$ cat config.mk
export PLATFORM = sky130hd
export DESIGN_NAME = riscv_fetch_unit
export DESIGN_NICKNAME = d
export VERILOG_FILES = /design/src/rtl/riscv_pkg.sv /design/src/rtl/riscv_sync_fifo.sv /design/src/rtl/riscv_fetch_unit.sv
export SDC_FILE = /design/constraint.sdc
export NUM_CORES = 1
export LEC_CHECK = 0
export CAP_MARGIN = 10
export CORE_UTILIZATION = 38
export DETAILED_ROUTE_END_ITERATION = 10
export GPL_TIMING_DRIVEN = 0
export HOLD_SLACK_MARGIN = 0.06
export PLACE_DENSITY_LB_ADDON = 0.2
export SLEW_MARGIN = 10
export SYNTH_ARGS = -nofsm -noshare
export SYNTH_HDL_FRONTEND = slang
export SYNTH_SLANG_ARGS = --single-unit
$ cat constraint.sdc
create_clock -name clk -period 4.15 [get_ports clk]
set_input_delay 0.415 -clock clk [delete_from_list [all_inputs] [get_ports clk]]
set_output_delay 0.415 -clock clk [all_outputs]
set_load 0.02 [all_outputs]
$ cat src/rtl/riscv_pkg.sv
// Shared definitions for the riscv front end and decode.
// Contents: default pc width, instruction length, the fetch entry layout
// handed from fetch to decode, and the base opcode map.
package riscv_pkg;

    localparam int unsigned PC_SIZE_DEFAULT = 32;
    localparam int unsigned ILEN            = 32;

    // One prefetched instruction as seen by decode.
    typedef struct packed {
        logic [PC_SIZE_DEFAULT-1:0] pc;
        logic [ILEN-1:0]            instr;
        logic                       err;
    } fetch_entry_t;

    localparam logic [6:0] OPC_LOAD     = 7'b0000011;
    localparam logic [6:0] OPC_MISC_MEM = 7'b0001111;
    localparam logic [6:0] OPC_OP_IMM   = 7'b0010011;
    localparam logic [6:0] OPC_AUIPC    = 7'b0010111;
    localparam logic [6:0] OPC_STORE    = 7'b0100011;
    localparam logic [6:0] OPC_OP       = 7'b0110011;
    localparam logic [6:0] OPC_LUI      = 7'b0110111;
    localparam logic [6:0] OPC_BRANCH   = 7'b1100011;
    localparam logic [6:0] OPC_JALR     = 7'b1100111;
    localparam logic [6:0] OPC_JAL      = 7'b1101111;
    localparam logic [6:0] OPC_SYSTEM   = 7'b1110011;

    // True for opcodes that may redirect the fetch stream.
    function automatic logic is_ctrl_flow(input logic [6:0] opcode);
        return (opcode == OPC_BRANCH) || (opcode == OPC_JAL) || (opcode == OPC_JALR);
    endfunction

endpackage

$ cat src/rtl/riscv_sync_fifo.sv
// Synchronous FIFO with registered head and synchronous flush.
// Ports: clk/rstf (async active-low reset), flush_i (drop all entries),
// push_i/wdata_i, pop_i, rdata_o (head entry), empty_o, full_o, count_o.
// Push and pop together when full is legal; push when full without pop is not.
module riscv_sync_fifo #(
    parameter int unsigned Width = 8,
    parameter int unsigned Depth = 4
) (
    input  logic                       clk,
    input  logic                       rstf,
    input  logic                       flush_i,
    input  logic                       push_i,
    input  logic [Width-1:0]           wdata_i,
    input  logic                       pop_i,
    output logic [Width-1:0]           rdata_o,
    output logic                       empty_o,
    output logic                       full_o,
    output logic [$clog2(Depth+1)-1:0] count_o
);

    localparam int unsigned AddrW = (Depth > 1) ? $clog2(Depth) : 1;
    localparam int unsigned CntW  = $clog2(Depth + 1);

    logic [Width-1:0] mem_q [Depth];
    logic [AddrW-1:0] wptr_q, rptr_q;
    logic [CntW-1:0]  count_q;
    logic             do_push, do_pop;

    // Explicit wrap so non power-of-two depths work.
    function automatic logic [AddrW-1:0] ptr_inc(input logic [AddrW-1:0] p);
        return (p == AddrW'(Depth - 1)) ? '0 : p + AddrW'(1);
    endfunction

    assign empty_o = (count_q == '0);
    assign full_o  = (count_q == CntW'(Depth));
    assign count_o = count_q;
    assign rdata_o = mem_q[rptr_q];

    assign do_pop  = pop_i & ~empty_o;
    assign do_push = push_i & (~full_o | do_pop);

    always_ff @(posedge clk or negedge rstf) begin
        if (!rstf) begin
            for (int i = 0; i < Depth; i++) mem_q[i] <= '0;
            wptr_q  <= '0;
            rptr_q  <= '0;
            count_q <= '0;
        end else if (flush_i) begin
            wptr_q  <= '0;
            rptr_q  <= '0;
            count_q <= '0;
        end else begin
            if (do_push) begin
                mem_q[wptr_q] <= wdata_i;
                wptr_q        <= ptr_inc(wptr_q);
            end
            if (do_pop) rptr_q <= ptr_inc(rptr_q);
            count_q <= count_q + CntW'(do_push) - CntW'(do_pop);
        end
    end

    overflow_a: assert property (@(posedge clk) disable iff (!rstf)
        !(push_i && !pop_i && full_o && !flush_i));

endmodule

$ cat src/rtl/riscv_fetch_unit.sv
// Instruction-fetch front end: issues word-aligned iBus requests with up to
// MAX_OUTSTANDING in flight, buffers responses in a prefetch FIFO for decode,
// squashes in-flight responses on redirect and halts after a bus error.
// Ports: clk/rstf; iBus_cmd_* request channel; iBus_rsp_* in-order response;
// fetch_* decode handshake (registered head); redirect_valid/pc; busy.
module riscv_fetch_unit
    import riscv_pkg::*;
#(
    parameter int unsigned        PC_SIZE         = PC_SIZE_DEFAULT,
    parameter logic [PC_SIZE-1:0] RESET_PC        = '0,
    parameter int unsigned        FIFO_DEPTH      = 4,
    parameter int unsigned        MAX_OUTSTANDING = 2
) (
    input  logic               clk,
    input  logic               rstf,
    output logic               iBus_cmd_valid,
    input  logic               iBus_cmd_ready,
    output logic [PC_SIZE-1:0] iBus_cmd_payload_pc,
    input  logic               iBus_rsp_ready,
    input  logic               iBus_rsp_err,
    input  logic [ILEN-1:0]    iBus_rsp_instr,
    output logic               fetch_valid,
    input  logic               fetch_ready,
    output logic [PC_SIZE-1:0] fetch_pc,
    output logic [ILEN-1:0]    fetch_instr,
    output logic               fetch_err,
    input  logic               redirect_valid,
    input  logic [PC_SIZE-1:0] redirect_pc,
    output logic               busy
);

    localparam int unsigned OutW     = $clog2(MAX_OUTSTANDING + 1);
    localparam int unsigned FifoCntW = $clog2(FIFO_DEPTH + 1);

    // Same layout as fetch_entry_t, sized by this instance's PC_SIZE.
    typedef struct packed {
        logic [PC_SIZE-1:0] pc;
        logic [ILEN-1:0]    instr;
        logic               err;
    } entry_t;

    logic [PC_SIZE-1:0]  next_pc_q, next_pc_d;
    logic [OutW-1:0]     outstanding_q, outstanding_d;
    logic [OutW-1:0]     drop_cnt_q, drop_cnt_d;
    logic                halted_q, halted_d;
    logic                cmd_accept, rsp_drop, fifo_push, fifo_pop;
    logic [31:0]         occupancy;
    entry_t              push_entry, head_entry;
    logic                fifo_empty, fifo_full;
    logic [FifoCntW-1:0] fifo_count;
    logic [PC_SIZE-1:0]  rsp_pc;
    logic                pcq_empty, pcq_full;
    logic [OutW-1:0]     pcq_count;
    logic                unused_status;

    always_comb begin
        // Slots already claimed: buffered entries plus responses that will be kept.
        occupancy      = 32'(fifo_count) + 32'(outstanding_q) - 32'(drop_cnt_q);
        // rstf gate keeps the request channel quiet while reset is held.
        iBus_cmd_valid = rstf & ~redirect_valid & ~halted_q
                         & (32'(outstanding_q) < MAX_OUTSTANDING)
                         & (occupancy < FIFO_DEPTH);
        cmd_accept     = iBus_cmd_valid & iBus_cmd_ready;
        rsp_drop       = iBus_rsp_ready & (drop_cnt_q != '0);
        fifo_push      = iBus_rsp_ready & ~rsp_drop & ~redirect_valid;
        fifo_pop       = fetch_valid & fetch_ready & ~redirect_valid;

        outstanding_d  = outstanding_q + OutW'(cmd_accept) - OutW'(iBus_rsp_ready);
        next_pc_d      = next_pc_q;
        drop_cnt_d     = drop_cnt_q - OutW'(rsp_drop);
        halted_d       = halted_q;

        if (cmd_accept) next_pc_d = next_pc_q + PC_SIZE'(4);
        if (fifo_push && iBus_rsp_err) halted_d = 1'b1;

        if (redirect_valid) begin
            next_pc_d  = {redirect_pc[PC_SIZE-1:2], 2'b00};
            // Post-response count, so a response arriving now is squashed too.
            drop_cnt_d = outstanding_d;
            halted_d   = 1'b0;
        end
    end

    always_ff @(posedge clk or negedge rstf) begin
        if (!rstf) begin
            next_pc_q     <= RESET_PC;
            outstanding_q <= '0;
            drop_cnt_q    <= '0;
            halted_q      <= 1'b0;
        end else begin
            next_pc_q     <= next_pc_d;
            outstanding_q <= outstanding_d;
            drop_cnt_q    <= drop_cnt_d;
            halted_q      <= halted_d;
        end
    end

    assign push_entry = '{pc: rsp_pc, instr: iBus_rsp_instr, err: iBus_rsp_err};

    riscv_sync_fifo #(
        .Width ($bits(entry_t)),
        .Depth (FIFO_DEPTH)
    ) u_prefetch_fifo (
        .clk     (clk),
        .rstf    (rstf),
        .flush_i (redirect_valid),
        .push_i  (fifo_push),
        .wdata_i (push_entry),
        .pop_i   (fifo_pop),
        .rdata_o (head_entry),
        .empty_o (fifo_empty),
        .full_o  (fifo_full),
        .count_o (fifo_count)
    );

    // Pcs of in-flight requests; never flushed since squashed responses still pop it.
    riscv_sync_fifo #(
        .Width (PC_SIZE),
        .Depth (MAX_OUTSTANDING)
    ) u_pc_queue (
        .clk     (clk),
        .rstf    (rstf),
        .flush_i (1'b0),
        .push_i  (cmd_accept),
        .wdata_i (next_pc_q),
        .pop_i   (iBus_rsp_ready),
        .rdata_o (rsp_pc),
        .empty_o (pcq_empty),
        .full_o  (pcq_full),
        .count_o (pcq_count)
    );

    assign unused_status       = ^{fifo_full, pcq_empty, pcq_full, pcq_count};

    assign iBus_cmd_payload_pc = next_pc_q;
    assign fetch_valid         = ~fifo_empty;
    assign fetch_pc            = head_entry.pc;
    assign fetch_instr         = head_entry.instr;
    assign fetch_err           = head_entry.err;
    assign busy                = (outstanding_q != '0) | (drop_cnt_q != '0);

endmodule

Word-level counts from Yosys, hierarchy flattened
Index checks and enable logic that the tools add are counted.
- register bits: 372
- input port bits: 71
- output and inout port bits: 100
- logic and storage cells: 108
- add/subtract/negate cells: 14
- magnitude comparators: 8
- equal/unequal tests: 4
- mux-type cells: 26
- bitwise gates (word level): 28
- reduce and logical (&&, ||, !) cells: 12
- operator list (cell ; number):
    $bwmux 260 ; 1
    $mux 65 ; 3
    $mux 32 ; 6
    $bmux 65 s2 ; 1
    $demux 65 s2 ; 1
    $bwmux 64 ; 1
    $add 32x3->32 const B ; 1
    $demux 32 s1 ; 1
    $lt 32x3->1 const B ; 1
    $and 1x1->1 ; 14
    $mux 2 ; 7
    $reduce_bool 2->1 ; 6
    $not 1->1 ; 7
    $eq 2x2->1 const B ; 3
    $ge 3x3->1 const B ; 2
    $not 2->3 ; 2
    $sub 2x1->2 ; 3
    $sub 4x2->5 ; 1
    $add 2x1->2 ; 2
    $add 2x1->2 const B ; 2
    $add 3x2->4 ; 1
    $ge 2x2->1 const B ; 2
    $mux 1 ; 4
    $not 1->2 ; 2
    other kinds (13) ; 18

Depth between registers and ports, before layout
- depth in word-level cells: 10
- gate-level depth with buffers: 17
- depth with buffers taken out: 15

Hierarchy
Synthesis repeated with hierarchy kept, for this count alone.
- cells, all modules: 1140
- area, all modules: 17423.0 um^2
- modules (own cells, without submodules) (module ; instances ; cells each ; area each (um^2)):
    riscv_sync_fifo at u_prefetch_fifo ; 1 ; 674 ; 11706.2
    riscv_sync_fifo at u_pc_queue ; 1 ; 201 ; 3164.3
    riscv_fetch_unit ; 1 ; 265 ; 2552.4

Worst setup path after synthesis
No wires, ideal clock.
- path kind: reg2reg
- start: reg outstanding_q[1]
- end: reg drop_cnt_q[1]
- data arrival time: 3.207 ns
- data required time: 4.015 ns
- path slack: 0.807 ns
- stages on the path, launching flop included: 18
- buffers on the path: 2
- cells stage by stage: dfrtp_1 inv_1 fa_1 inv_1 ha_1 nand3b_1 a211o_1 a21oi_2 inv_2 clkbuf_1 clkbuf_1 ha_1 inv_1 ha_1 xnor2_1 xnor2_1 nand2_1 o21ai_0
- cells in the longest elaborated chain, start to end: 8
- elaborated cells between the ends (all ways): 10
- classes of those cells: 4 x add/sub; 2 x order compare; 1 x mux; 3 x bitwise
- ends and longest elaborated chain (what ; RTL line ; RTL):
    start, declared ; riscv_fetch_unit.sv:43 ; logic [OutW-1:0] outstanding_q, outstanding_d;
    start signal, assigned ; riscv_fetch_unit.sv:92 ; outstanding_q <= outstanding_d;
    $add 3x2->4 ; riscv_fetch_unit.sv:58 ; occupancy = 32'(fifo_count) + 32'(outstanding_q) - 32'(drop_cnt_q);
    $sub 4x2->5 ; riscv_fetch_unit.sv:58 ;
    $lt 32x3->1 ; riscv_fetch_unit.sv:62 ; & (occupancy < FIFO_DEPTH);
    $and 1x1->1 ; riscv_fetch_unit.sv:62 ;
    $and 1x1->1 ; riscv_fetch_unit.sv:63 ; cmd_accept = iBus_cmd_valid & iBus_cmd_ready;
    $add 2x1->2 * ; riscv_fetch_unit.sv:68 ; outstanding_d = outstanding_q + OutW'(cmd_accept) - OutW'(iBus_rsp_ready);
    $sub 2x1->2 * ; riscv_fetch_unit.sv:68 ;
    via outstanding_d[1] ; riscv_fetch_unit.sv:43 ;
    $mux 2 * ; riscv_fetch_unit.sv:76 ; if (redirect_valid) begin
    via drop_cnt_d[1] ; riscv_fetch_unit.sv:44 ; logic [OutW-1:0] drop_cnt_q, drop_cnt_d;
    end signal, assigned ; riscv_fetch_unit.sv:93 ; drop_cnt_q <= drop_cnt_d;
    end, declared ; riscv_fetch_unit.sv:44 ;
Mark *: on every way through the listed nets, which the timed path passes. The rest lies on a longest branch.
A chain may end at the register's enable or synchronous reset.

Final worst setup path
Same ends and word-level chain as after synthesis.

==> key figures <==
Floorplan
  – Initial Util: 0.389
  – CORE AREA: 0.0423 mm2
  – I/O Pins: 171
  – Die area: 0.0442 mm2
  – Die height: 210 um
  – Num rows: 75
  – Die X: 210 um

Detailed routing
  – DR vias/cell: 5.26
  – Avg WL per Cell: 21.0 um
  – DRT Pass-1 Iters: 5
  – Antenna violation net count after detailed routing: 0
  – Vias post-DR: 10.1k
  – Total Wirelength: 40400 um
  – Remaining DRCs: 0
  – DR iter-0 viols: 610

Global routing
  – GRT Total Usage: 0.188
  – Vias in the first global route: 10.5k
  – Total gr overflow: 0
  – First-pass GRT wire length: 63500 um
  – Largest net degree at the start of global routing: 112
  – Antenna violations before repair: 0

STA
  – Max-slew violations: 0
  – Worst Skew: 20.8 ps
  – Final period utilization: 0.951
  – Final count of negative-setup-slack endpoints: 0
  – Worst slew pin tran: 1040 ps
  – Final min period: 3950 ps
  – Relative max-transition margin: 0.307
  – Final hold vios: 0
  – Unrepaired setup endpoints after global routing: no
  – Fmax: 253 MHz

Yosys
  – Post-synthesis register bit count: 358
  – Synth unique cells: 51
  – Synth async-reset ratio: 1.00
  – Post-Synthesis Cells: 1109
  – Mapped Area: 0.0165 mm2
  – Ys flop type: dfrtp_1
  – Number of synthesized flops with an enable pin: 0
  – Yosys warning count: 0
  – Sequential fraction of the synthesis area: 0.544
  – Mean area per synthesized cell: 14.9 um2

Layout
  – FF/Latch Area: 0.00896 mm2
  – Fillers: 3779
  – Share of layout cells above drive strength 1: 0.385
  – Area of the multi-input gates: 0.00706 mm2
  – Post-layout util: 0.477
  – Antenna cells: 0
  – Final Non-Filler Cells: 1923
  – P&R area growth vs syn: 22.5%
  – Commonest non-fill, non-tap cell in the layout: dfrtp_1
  – Design area: 0.0202 mm2
  – Nets: 1412
  – Most frequent cells in the layout: 358 x dfrtp_1, 317 x mux2_2, 163 x clkdlybuf4s50_1

Clock network
  – Clock Sinks: 358
  – Clk_lat worst skew: 550 ps
  – # Post-CTS Setup Buffers: 0
  – Htree depth: 2
  – Clock transition at path regs: 50 ps
  – Total CTS buffers: 41
  – Root buffer cell: clkbuf_16
  – CTS tree: yes
  – Max clock buf depth: 3

Worst setup path
  – Crit end category: flip-flop
  – CP Max Fanout: 10
  – Slowest CP cell: fa_1
  – Reg2Reg Setup Slack: 200 ps
  – Setup CP Type: reg2reg
  – Reg2Reg Depth: 17
  – CP Launch Type: flip-flop
  – CP peak stage delay: 530 ps
  – CP Data Arrival Time: 4420 ps
  – Worst path required time: 4620 ps
  – Cell breakdown of the critical path: inv_1, fa_1, inv_1, ha_1, nand3b_1, a211o_1, a21oi_4, inv_2, clkbuf_1, clkbuf_2, ha_1, inv_1, ha_1, xnor2_1, xnor2_1, nand2_1, o21ai_0

Place
  – Dpl cell area: 0.0189 mm2
  – Routability Congestion: 0.807
  – Inst Count DP: 1856
  – DP HPWL: 27200 um
  – Buffers on Ports: 164

Hold path
  – HP Class: in2reg
  – Hold path depth: 3

Pwr
  – Static leakage: 0.00921 uW
  – Power Total: 12200 uW
  – Maximum vdd drop: 0.351 mV
  – PwrDens: 605 mW/mm2

Outcome
  – Outcome: finished, final reports clean

Job
  – Max-cap violations: 0
area by class of cell:
cell class	instances	area share
buffer	72	0.0173
sequential	358	0.444
clock inverter	9	0.00254
clock buffer	57	0.0584
tap	577	0.0358
inverter	35	0.00651
multi-input combinational	647	0.350
timing repair buffer	168	0.0861
per-stage QoR:
step,hold WS (ps),setup slack (ps),setup TNS (ps)
2_1_floorplan,119,807,0
6_report,431,202,0
3_3_place_gp,475,-13430,-5889300
4_1_cts,402,42.6,0
3_5_place_dp,481,69.9,0
5_1_grt,462,1.03,0
metal layers:
metal  vias to the layer above  share of wire  global-route usage
li1                       4517              -                   -
met3                        67          0.039              0.0292
met1                      5307           0.47               0.266
met2                       228           0.47               0.299
met5                         -              0                   0
met4                         0          0.023              0.0554
critical path: cells and delay by family, from the launching register on:
| kind | cells | cell delay [ps] |
|---|---|---|
| fa+ha+maj | 4 | 1320 |
| buf+inv | 6 | 880 |
| compound gates | 3 | 770 |
| flops | 1 | 410 |
| xor+xnor | 2 | 320 |
| simple gates | 2 | 170 |
cells by family after synthesis:
logic type	after synthesis	share of synthesized area
AOI/OAI and AO/OA	56	0.0264
xor gates and xnor gates	13	0.00691
adders and majority gates	18	0.0146
buffers and inverters	107	0.0292
DFF	358	0.544
muxes	424	0.338
other	1	0.000228
and+or+nand+nor	132	0.0410
synth_stat cells, types with 8 or more instances:
cell      number  area [um2]
mux2_2       317        3570
mux2_4        29         435
a221o_1        9        90.1
mux2i_1       15         150
inv_1         34         128
nand2_1       32         120
nor2_1        26        97.6
clkbuf_1      25        93.8
buf_2         33         165
nand4_1       10        62.6
o21ai_0       12        60.1
and3_1         8        50.1
nand3_1       18        90.1
ha_1          16         200
dfrtp_1      358        8960
xnor2_1        8        70.1
mux4_2        63        1420
where the power goes:
part           leakage, uW  total, uW  switching, uW  internal [uW]
Sequential         0.00479       4810            492           4320
Combinational      0.00381       4020           1840           2180
Clock             0.000609       3380           1420           1970
flip-flops by register name (all words and copies together), names as in the netlist:
name and count:
drop_cnt_q 2, halted_q 1, iBus_cmd_payload_pc 30, outstanding_q 2, u_pc_queue.count_o 2, u_pc_queue.mem_q 60, u_pc_queue.rptr_q 1, u_pc_queue.wptr_q 1
u_prefetch_fifo.count_o 3, u_prefetch_fifo.mem_q 252, u_prefetch_fifo.rptr_q 2, u_prefetch_fifo.wptr_q 2
path summary, 6_finish.rpt:
kind	startpoint	end
max in group asynchronous	rstf	u_prefetch_fifo.mem_q[175]
hold reg to reg	u_pc_queue.mem_q[18]	u_pc_queue.mem_q[18]
setup / recovery	outstanding_q[1]	drop_cnt_q[1]
hold / removal	redirect_pc[3]	iBus_cmd_payload_pc[3]
setup reg to reg	outstanding_q[1]	drop_cnt_q[1]
min in group asynchronous	rstf	u_prefetch_fifo.mem_q[218]
timing repair:
item,in CTS,in global routing
endpoints found under the setup margin,0,1
gates resized for setup,0,3
hold buffers,1,0
endpoints found under the hold margin,85,0
Note: power is estimated with default switching activity, not from simulation.
